### config.mk
export PLATFORM = sky130hd
export DESIGN_NAME = tm1638_key_reader
export DESIGN_NICKNAME = d
export VERILOG_FILES = /design/src/rtl/tm1638_key_reader_pkg.sv /design/src/rtl/tm1638_key_decode.sv /design/src/rtl/tm1638_key_reader.sv
export SDC_FILE = /design/constraint.sdc
export NUM_CORES = 1
export LEC_CHECK = 0
export CORE_ASPECT_RATIO = 2
export CORE_MARGIN = 2
export CORE_UTILIZATION = 40
export CTS_BUF_LIST = sky130_fd_sc_hd__clkbuf_2 sky130_fd_sc_hd__clkbuf_4 sky130_fd_sc_hd__clkbuf_8
export CTS_CLUSTER_SIZE = 20
export DETAILED_ROUTE_END_ITERATION = 6
export SLEW_MARGIN = 20
export SYNTH_ARGS = -nofsm -noshare
export SYNTH_HDL_FRONTEND = slang
export SYNTH_SLANG_ARGS = --single-unit
### constraint.sdc
create_clock -name i_Clk -period 2.67 [get_ports i_Clk]
set_input_delay 0.534 -clock i_Clk [delete_from_list [all_inputs] [get_ports i_Clk]]
set_output_delay 0.534 -clock i_Clk [all_outputs]
set_load 0.01 [all_outputs]
### src/rtl/tm1638_key_reader_pkg.sv
// Shared types and constants for the TM1638 key-scan reader.
package tm1638_key_reader_pkg;

    typedef logic [2:0][7:0] keys_t;

    localparam logic [7:0]  CMD_READ_KEYS = 8'h42;
    localparam int unsigned KEY_BYTES     = 4;
    localparam logic [2:0]  KEY_RD_LEN    = 3'd4;

    typedef enum logic [2:0] {
        IDLE,
        SEND_CMD,
        WAIT_RX,
        DECODE,
        PUBLISH
    } key_state_t;

endpackage

### src/rtl/tm1638_key_decode.sv
// Maps the four TM1638 key-scan bytes onto the 3 K-line x 8 SEG key map.
module tm1638_key_decode
    import tm1638_key_reader_pkg::*;
(
    input  logic [KEY_BYTES-1:0][7:0] rx_bytes,
    output keys_t                     keys
);

    // Byte b carries SEG 2b in bits 0..2 and SEG 2b+1 in bits 4..6, ordered K3,K2,K1.
    always_comb begin
        keys = '0;
        for (int b = 0; b < KEY_BYTES; b++) begin
            for (int k = 0; k < 3; k++) begin
                keys[k][2*b]   = rx_bytes[b][2-k];
                keys[k][2*b+1] = rx_bytes[b][6-k];
            end
        end
    end

endmodule

### src/rtl/tm1638_key_reader.sv
// Periodic TM1638 key scan through the shared SPI command FIFO, state updates on falling edge.
// Define TM1638_KEY_DEBOUNCE_EN to publish only maps seen DEBOUNCE_SCANS times in a row.
module tm1638_key_reader
    import tm1638_key_reader_pkg::*;
#(
    parameter int unsigned SCAN_PERIOD    = 1_000_000,
    parameter int unsigned RX_TIMEOUT     = 4096,
    parameter int unsigned DEBOUNCE_SCANS = 3
) (
    input  logic       i_Clk,
    input  logic       i_Rst,
    input  logic       i_Enable,
    input  logic       i_SPI_FIFO_Full,
    output logic [7:0] o_Cmd_Data,
    output logic [2:0] o_Cmd_Rd_Len,
    output logic       o_Cmd_Write,
    input  logic [7:0] i_Rx_Byte,
    input  logic       i_Rx_Valid,
    output keys_t      o_Keys,
    output logic       o_Keys_Valid,
    output logic       o_Keys_Changed,
    output logic       o_Rx_Error
);

    localparam int unsigned      TMR_W     = (SCAN_PERIOD > 1) ? $clog2(SCAN_PERIOD) : 1;
    localparam int unsigned      TMO_W     = (RX_TIMEOUT > 1) ? $clog2(RX_TIMEOUT) : 1;
    localparam logic [TMR_W-1:0] TMR_LAST  = TMR_W'(SCAN_PERIOD - 1);
    localparam logic [TMO_W-1:0] TMO_LAST  = TMO_W'(RX_TIMEOUT - 1);
    localparam logic [1:0]       LAST_BYTE = 2'(KEY_BYTES - 1);

    key_state_t                state_q;
    logic [TMR_W-1:0]          timer_q;
    logic                      scan_due_q;
    logic [TMO_W-1:0]          tmo_q;
    logic [1:0]                cnt_q;
    logic [KEY_BYTES-1:0][7:0] bytes_q;
    keys_t                     dec_keys;
    keys_t                     dec_q;
    logic                      wrap;
    logic                      due;
    logic                      publish;

    assign wrap = (timer_q == TMR_LAST);
    assign due  = scan_due_q | wrap;

    tm1638_key_decode u_decode (
        .rx_bytes (bytes_q),
        .keys     (dec_keys)
    );

`ifdef TM1638_KEY_DEBOUNCE_EN
    localparam int unsigned     DB_W   = $clog2(DEBOUNCE_SCANS + 1);
    localparam logic [DB_W-1:0] DB_CNT = DB_W'(DEBOUNCE_SCANS);

    keys_t           cand_q;
    logic [DB_W-1:0] match_q;
    logic [DB_W-1:0] match_d;
    logic            same;

    // Publish only on the scan that first brings the run length up to DB_CNT.
    always_comb begin
        same    = (dec_q == cand_q);
        match_d = DB_W'(1);
        if (same) begin
            match_d = (match_q == DB_CNT) ? match_q : match_q + 1'b1;
        end
        publish = (match_d == DB_CNT) && !(same && (match_q == DB_CNT));
    end
`else
    assign publish = 1'b1;
`endif

    always_ff @(negedge i_Clk) begin
        if (i_Rst) begin
            state_q        <= IDLE;
            timer_q        <= '0;
            scan_due_q     <= 1'b0;
            tmo_q          <= '0;
            cnt_q          <= '0;
            bytes_q        <= '0;
            dec_q          <= '0;
            o_Cmd_Data     <= '0;
            o_Cmd_Rd_Len   <= '0;
            o_Cmd_Write    <= 1'b0;
            o_Keys         <= '0;
            o_Keys_Valid   <= 1'b0;
            o_Keys_Changed <= 1'b0;
            o_Rx_Error     <= 1'b0;
`ifdef TM1638_KEY_DEBOUNCE_EN
            cand_q         <= '0;
            match_q        <= '0;
`endif
        end else begin
            timer_q        <= wrap ? '0 : timer_q + 1'b1;
            scan_due_q     <= due;
            o_Cmd_Write    <= 1'b0;
            o_Keys_Valid   <= 1'b0;
            o_Keys_Changed <= 1'b0;
            o_Rx_Error     <= 1'b0;
            if (i_Rx_Valid && (state_q != WAIT_RX)) begin
                o_Rx_Error <= 1'b1;
            end

            case (state_q)
                IDLE: begin
                    if (due && i_Enable) begin
                        scan_due_q <= 1'b0;
                        state_q    <= SEND_CMD;
                    end
                end
                SEND_CMD: begin
                    if (!i_SPI_FIFO_Full) begin
                        o_Cmd_Write  <= 1'b1;
                        o_Cmd_Data   <= CMD_READ_KEYS;
                        o_Cmd_Rd_Len <= KEY_RD_LEN;
                        tmo_q        <= '0;
                        cnt_q        <= '0;
                        state_q      <= WAIT_RX;
                    end
                end
                WAIT_RX: begin
                    // A byte arriving on the expiry cycle wins; the counter parks at its limit.
                    if (i_Rx_Valid) begin
                        bytes_q[cnt_q] <= i_Rx_Byte;
                        cnt_q          <= cnt_q + 1'b1;
                        if (tmo_q != TMO_LAST) begin
                            tmo_q <= tmo_q + 1'b1;
                        end
                        if (cnt_q == LAST_BYTE) begin
                            state_q <= DECODE;
                        end
                    end else if ((RX_TIMEOUT != 0) && (tmo_q == TMO_LAST)) begin
                        o_Rx_Error <= 1'b1;
                        cnt_q      <= '0;
                        state_q    <= IDLE;
                    end else begin
                        tmo_q <= tmo_q + 1'b1;
                    end
                end
                DECODE: begin
                    dec_q   <= dec_keys;
                    state_q <= PUBLISH;
                end
                PUBLISH: begin
`ifdef TM1638_KEY_DEBOUNCE_EN
                    cand_q  <= dec_q;
                    match_q <= match_d;
`endif
                    if (publish) begin
                        o_Keys         <= dec_q;
                        o_Keys_Valid   <= 1'b1;
                        o_Keys_Changed <= (dec_q != o_Keys);
                    end
                    state_q <= IDLE;
                end
                default: state_q <= IDLE;
            endcase
        end
    end

endmodule

Word level (Yosys, flattened, before mapping)
Cells that the tools add are included.

word-level totals
  register bits after elaboration = 124
  bits in latches = 0
  memory bits (writable) = 0
  memory bits (read-only) = 0
  input bits = 13
  output and inout bits = 39
  word-level logic and storage cells = 85
  memories kept = 0

operators by class
  $add $sub $neg = 3
  multipliers = 0
  div/mod/pow operators = 0
  order comparisons = 2
  equal/unequal tests = 16
  shift-type cells = 0
  muxes and demuxes = 26
  bitwise operators = 4
  reduce and logical (&&, ||, !) cells = 13

operator list
  cell                     count
  $mux W12                 4
  $bwmux W32               1
  $ne A24 B24 Y1           1
  $pmux W12 S2             1
  $add A20 B1 Y20 const B  1
  $eq A20 B20 Y1 const B   1
  $demux W8 S2             1
  $mux W3                  5
  $add A12 B1 Y12 const B  1
  $eq A12 B12 Y1 const B   1
  $ne A12 B12 Y1 const B   1
  $ne A3 B3 Y1 const B     4
  $pmux W3 S4              1
  $mux W1                  8
  $mux W8                  1
  $reduce_and A4 Y1        2
  $eq A3 B2 Y1 const B     2
  $mux W2                  3
  $reduce_or A2 Y1         3
  $ne A2 B2 Y1 const B     2
  $pmux W2 S2              1
  $reduce_and A2 Y1        2
  $eq A3 B1 Y1 const B     1
  $eq A3 B3 Y1 const B     1
  other kinds (11)         15

Logic depth before layout (Yosys ltp)
Gate-level depths: netlist of run 1.

  word-level depth = 6
  gate-level depth with buffers = 7
  gate-level depth less buffers = 5

Hierarchy
Synthesis of run 1 repeated with hierarchy kept, for this count alone.

second synthesis, totals
  cells, all modules = 666
  area total of the unflattened synthesis = 5,418.9 µm²

modules (own cells, without submodules)
  module             instances  cells an instance  area each (µm²)  seq. area each (µm²)
  tm1638_key_reader  1          642                5,238.8          2,462.4
  tm1638_key_decode  1          24                 180.2            0.0

==> results.py, run 1 <==
metrics = {
    "run_status": {
        "status": "finished with violations",
        "violations": "negative setup slack",
    },
    "setup_path": {
        "crit_path_max_incr_delay_ns": 0.35,
        "setup.worst_path.start": "o_Cmd_Rd_Len[2]",
        "r2r-start": "timer_q[0]",
        "rr_worst_depth": 5,
        "crit_family": "flip-flops",
        "reg2reg_to": "timer_q[18]",
        "r2r_slack_ns": 0.62,
        "crit_chain": "buf_6",
        "crit_type": "flop to output pin",
        "crit_arrival_ns": 2.25,
        "critPathRequiredTime_ns": 2.14,
        "end_kind": "output pin",
        "path_max_fanout": 4,
        "path_buf_inv": 1,
        "crit_slowest_cell": "dfxtp_4",
        "start_kind": "flop",
    },
    "finish": {
        "num_antenna_cells": 0,
        "layout-drive-gt1-share": 0.205,
        "postLayoutCoreUtil": 0.560,
        "area_growth_pct": 37.7,
        "nNetsFinal": 822,
        "stdcell_count": 963,
    },
    "yosys": {
        "synth_top_family_by_area": "simple AND/OR/NAND/NOR gates",
        "yosys.area_share.simple": 0.250,
        "synth_xor_area_frac": 0.0639,
        "synth_cell_types": 50,
        "synth_compound_area_frac": 0.143,
        "synth-async-reset-ratio": 0,
        "synthFlopType": "dfxtp_1",
        "ys_warn_count": 0,
        "synth_fa_ha_area_frac": 0.0152,
        "synth_mux_area_frac": 0.00634,
        "synth_edf_count": 0,
        "synth_area_um2": 4930,
        "syn_inst": 610,
        "ys_ff_latch": 115,
        "synth-seq-area-share": 0.467,
        "synth.avg_cell_area_um2": 8.08,
    },
    "clock_network": {
        "clkSlewWorstSetupHoldPaths_ns": 0.04,
        "root_buffer": "clkbuf_8",
        "htreeDepth": 4,
        "cts_buffer_depth": 2,
        "cts_buffers": 17,
        "clk-insertion-delay-late_ns": 0.46,
        "cts_tree": "built",
        "cts.sinks": 115,
    },
    "global_route": {
        "antenna_found_initial": 0,
        "grt_use_total": 0.208,
        "grt-ovfl-total": 0,
        "grt_max_degree": 80,
        "grt_pass1_wl_um": 21500,
        "grt_pass1_vias": 5065,
    },
    "floorplan": {
        "die_y_um": 161,
        "num_rows": 57,
        "start_util": 0.407,
        "die_w_um": 82.5,
        "dieArea_um2": 13300,
        "coreArea_um2": 12100,
        "ios": 52,
    },
    "power": {
        "power_switching_w": 0.00137,
        "swShare": 0.337,
        "ir_drop_v": 0.000424,
        "power_leakage_nw": 2.96,
        "power_w": 0.00407,
        "powerDensity_nw_per_um2": 600,
        "internal-power_w": 0.00270,
        "clkPwrFrac": 0.550,
        "power_frac_comb": 0.023,
        "power_frac_seq": 0.427,
    },
    "placement": {
        "io_buffers": 41,
        "hpwlAfterDp_um": 8750,
        "place_congestion": 0.850,
        "placed_cells": 810,
    },
    "hold_path": {
        "hp-start": "bytes_q[24]",
        "hp-class": "flop to flop",
        "hold_end": "dec_q[22]",
        "holdPathStages": 2,
    },
    "timing": {
        "setup_viol": 34,
        "fin_skew_ns": 0.0284,
        "hold_viol": 0,
        "maxSlewHeadroom": 0.564,
        "layout_setup_ws_ns": -0.112,
        "worst_pin_slew_ns": 0.649,
        "slew_viol_final": 0,
        "rsz0062_at_grt": "true",
    },
    "detailed_routing": {
        "first_iter_violations": 132,
        "num_vias": 4935,
        "ant_nets": 0,
        "routed_via_density": 5.12,
        "wl_um": 13300,
        "drc": 0,
        "wl_per_cell_um": 13.8,
        "drt-pass1-iter-count": 5,
    },
    "flow_run": {
        "cap_violations": 0,
    },
}
-- area by class of cell --
| type | instances | area [µm²] |
|---|---|---|
| clock buffers | 17 | 234 |
| clock inverters | 130 | 582 |
| fillers | 1170 | 5340 |
| inverters | 16 | 60.1 |
| multi-input cells | 442 | 2460 |
| flip-flops and latches | 115 | 2340 |
| well taps | 147 | 184 |
| repair buffers | 96 | 925 |
-- per-stage QoR --
stage | cell area [µm²] | setup TNS, ns | hold slack (ns) | setup slack [ns]
2_1_floorplan | 5030 | -4.36 | 0.432 | -0.516
3_3_place_gp | 5800 | -43.64 | 0.440 | -0.846
3_5_place_dp | 5800 | -43.90 | 0.445 | -0.834
4_1_cts | 6740 | -3.08 | 0.451 | -0.132
5_1_grt | 6790 | -3.68 | 0.476 | -0.136
6_report | 6790 | -2.61 | 0.448 | -0.112
-- synth_stat cells (all sizes together), types with 3 or more instances --
master / n / area share
nand2: 139 / 0.11
dfxtp: 115 / 0.47
a21oi: 83 / 0.084
nand3: 40 / 0.043
clkbuf: 29 / 0.022
nor2: 27 / 0.021
xnor2: 18 / 0.032
xor2: 18 / 0.032
inv: 17 / 0.013
buf: 14 / 0.019
o21ai: 12 / 0.012
nor3: 10 / 0.010
nand2b: 9 / 0.011
nor4: 8 / 0.010
or4: 7 / 0.011
ha: 6 / 0.015
nand4: 6 / 0.0089
o31ai: 4 / 0.0061
or3: 4 / 0.0051
a211oi: 3 / 0.0046
a21o: 3 / 0.0046
a31oi: 3 / 0.0038
and3: 3 / 0.0038
o31a: 3 / 0.0053
-- power groups by stage --
stage	combinational, W	clock (W)	sequential (W)
6_report	0.0000955	0.00224	0.00174
5_1_grt	0.000104	0.00252	0.00173
3_3_place_gp	0.0000835	0.000263	0.00176
2_1_floorplan	0.0000507	0.000263	0.00176
4_1_cts	0.0000859	0.00232	0.00174
3_5_place_dp	0.0000847	0.000263	0.00176
-- how the worst max path moves through the flow --
stage | end | slack (ns) | cells after the start
floorplan | tmo_q[5] | -0.52 | 5
global placement | tmo_q[0] | -0.85 | 5
detailed placement | tmo_q[0] | -0.83 | 5
CTS | o_Keys[2] | -0.13 | 1
global route | o_Keys[2] | -0.14 | 1
finish | o_Cmd_Data[1] | -0.11 | 1
-- timing repair --
| action | 4_1_cts | 5_1_grt |
|---|---|---|
| resized for setup | 198 | 6 |
| pin swaps | 3 | 1 |
| setup buffers | 4 | 1 |
| hold buffers | 0 | 0 |
| setup endpoints to repair | 70 | 80 |
| cloned | 1 | 1 |
-- cells by family after synthesis --
kind of cell	Yosys count
multiplexers	3
flip-flops	115
other	1
adder cells (fa/ha/maj)	6
buffers and inverters	60
AND/OR/NAND/NOR	265
XOR/XNOR	36
AO/OA/AOI/OAI	124
-- sequential cells by signal, indices dropped and copies added, names as in the netlist --
signal          count
scan_due_q          1
o_Rx_Error          1
o_Cmd_Rd_Len        1
o_Keys             24
o_Keys_Changed      1
tmo_q              12
bytes_q            24
o_Cmd_Write         1
timer_q            20
dec_q              24
state_q             3
cnt_q               2
o_Keys_Valid        1
-- layout by cell type (no fill, tap or decap), types with 3 or more instances in the layout --
master,n
or4_1,6
clkbuf_8,17
xor2_1,18
buf_6,33
nor3_1,9
conb_1,8
o31a_1,3
a21o_1,3
buf_4,48
inv_8,7
nand2b_1,9
o31ai_1,4
nand2_2,4
o21ai_0,6
nand4_1,5
clkdlybuf4s50_1,7
and3_1,3
xnor2_1,18
dfxtp_2,25
nor4_1,8
or3_1,4
ha_1,6
inv_1,131
nand2_1,135
a21oi_1,82
o21ai_1,6
dfxtp_1,88
clkinv_4,3
nand3_1,39
nor2_1,27
-- layer usage --
| metal | part of all wire | track usage |
|---|---|---|
| met5 | 0 | 0 |
| met4 | 0.030 | 0.154 |
| met3 | 0.031 | 0.0715 |
| met2 | 0.57 | 0.359 |
| met1 | 0.37 | 0.193 |
Power figures use the tool's default switching activity.
==> run 2: changes to the inputs <==
- ABC_CLOCK_PERIOD_IN_PS: not set -> 2670
==> results of run 2 <==
Same layout as run 1: the final DEF is identical, and so are final timing and power.
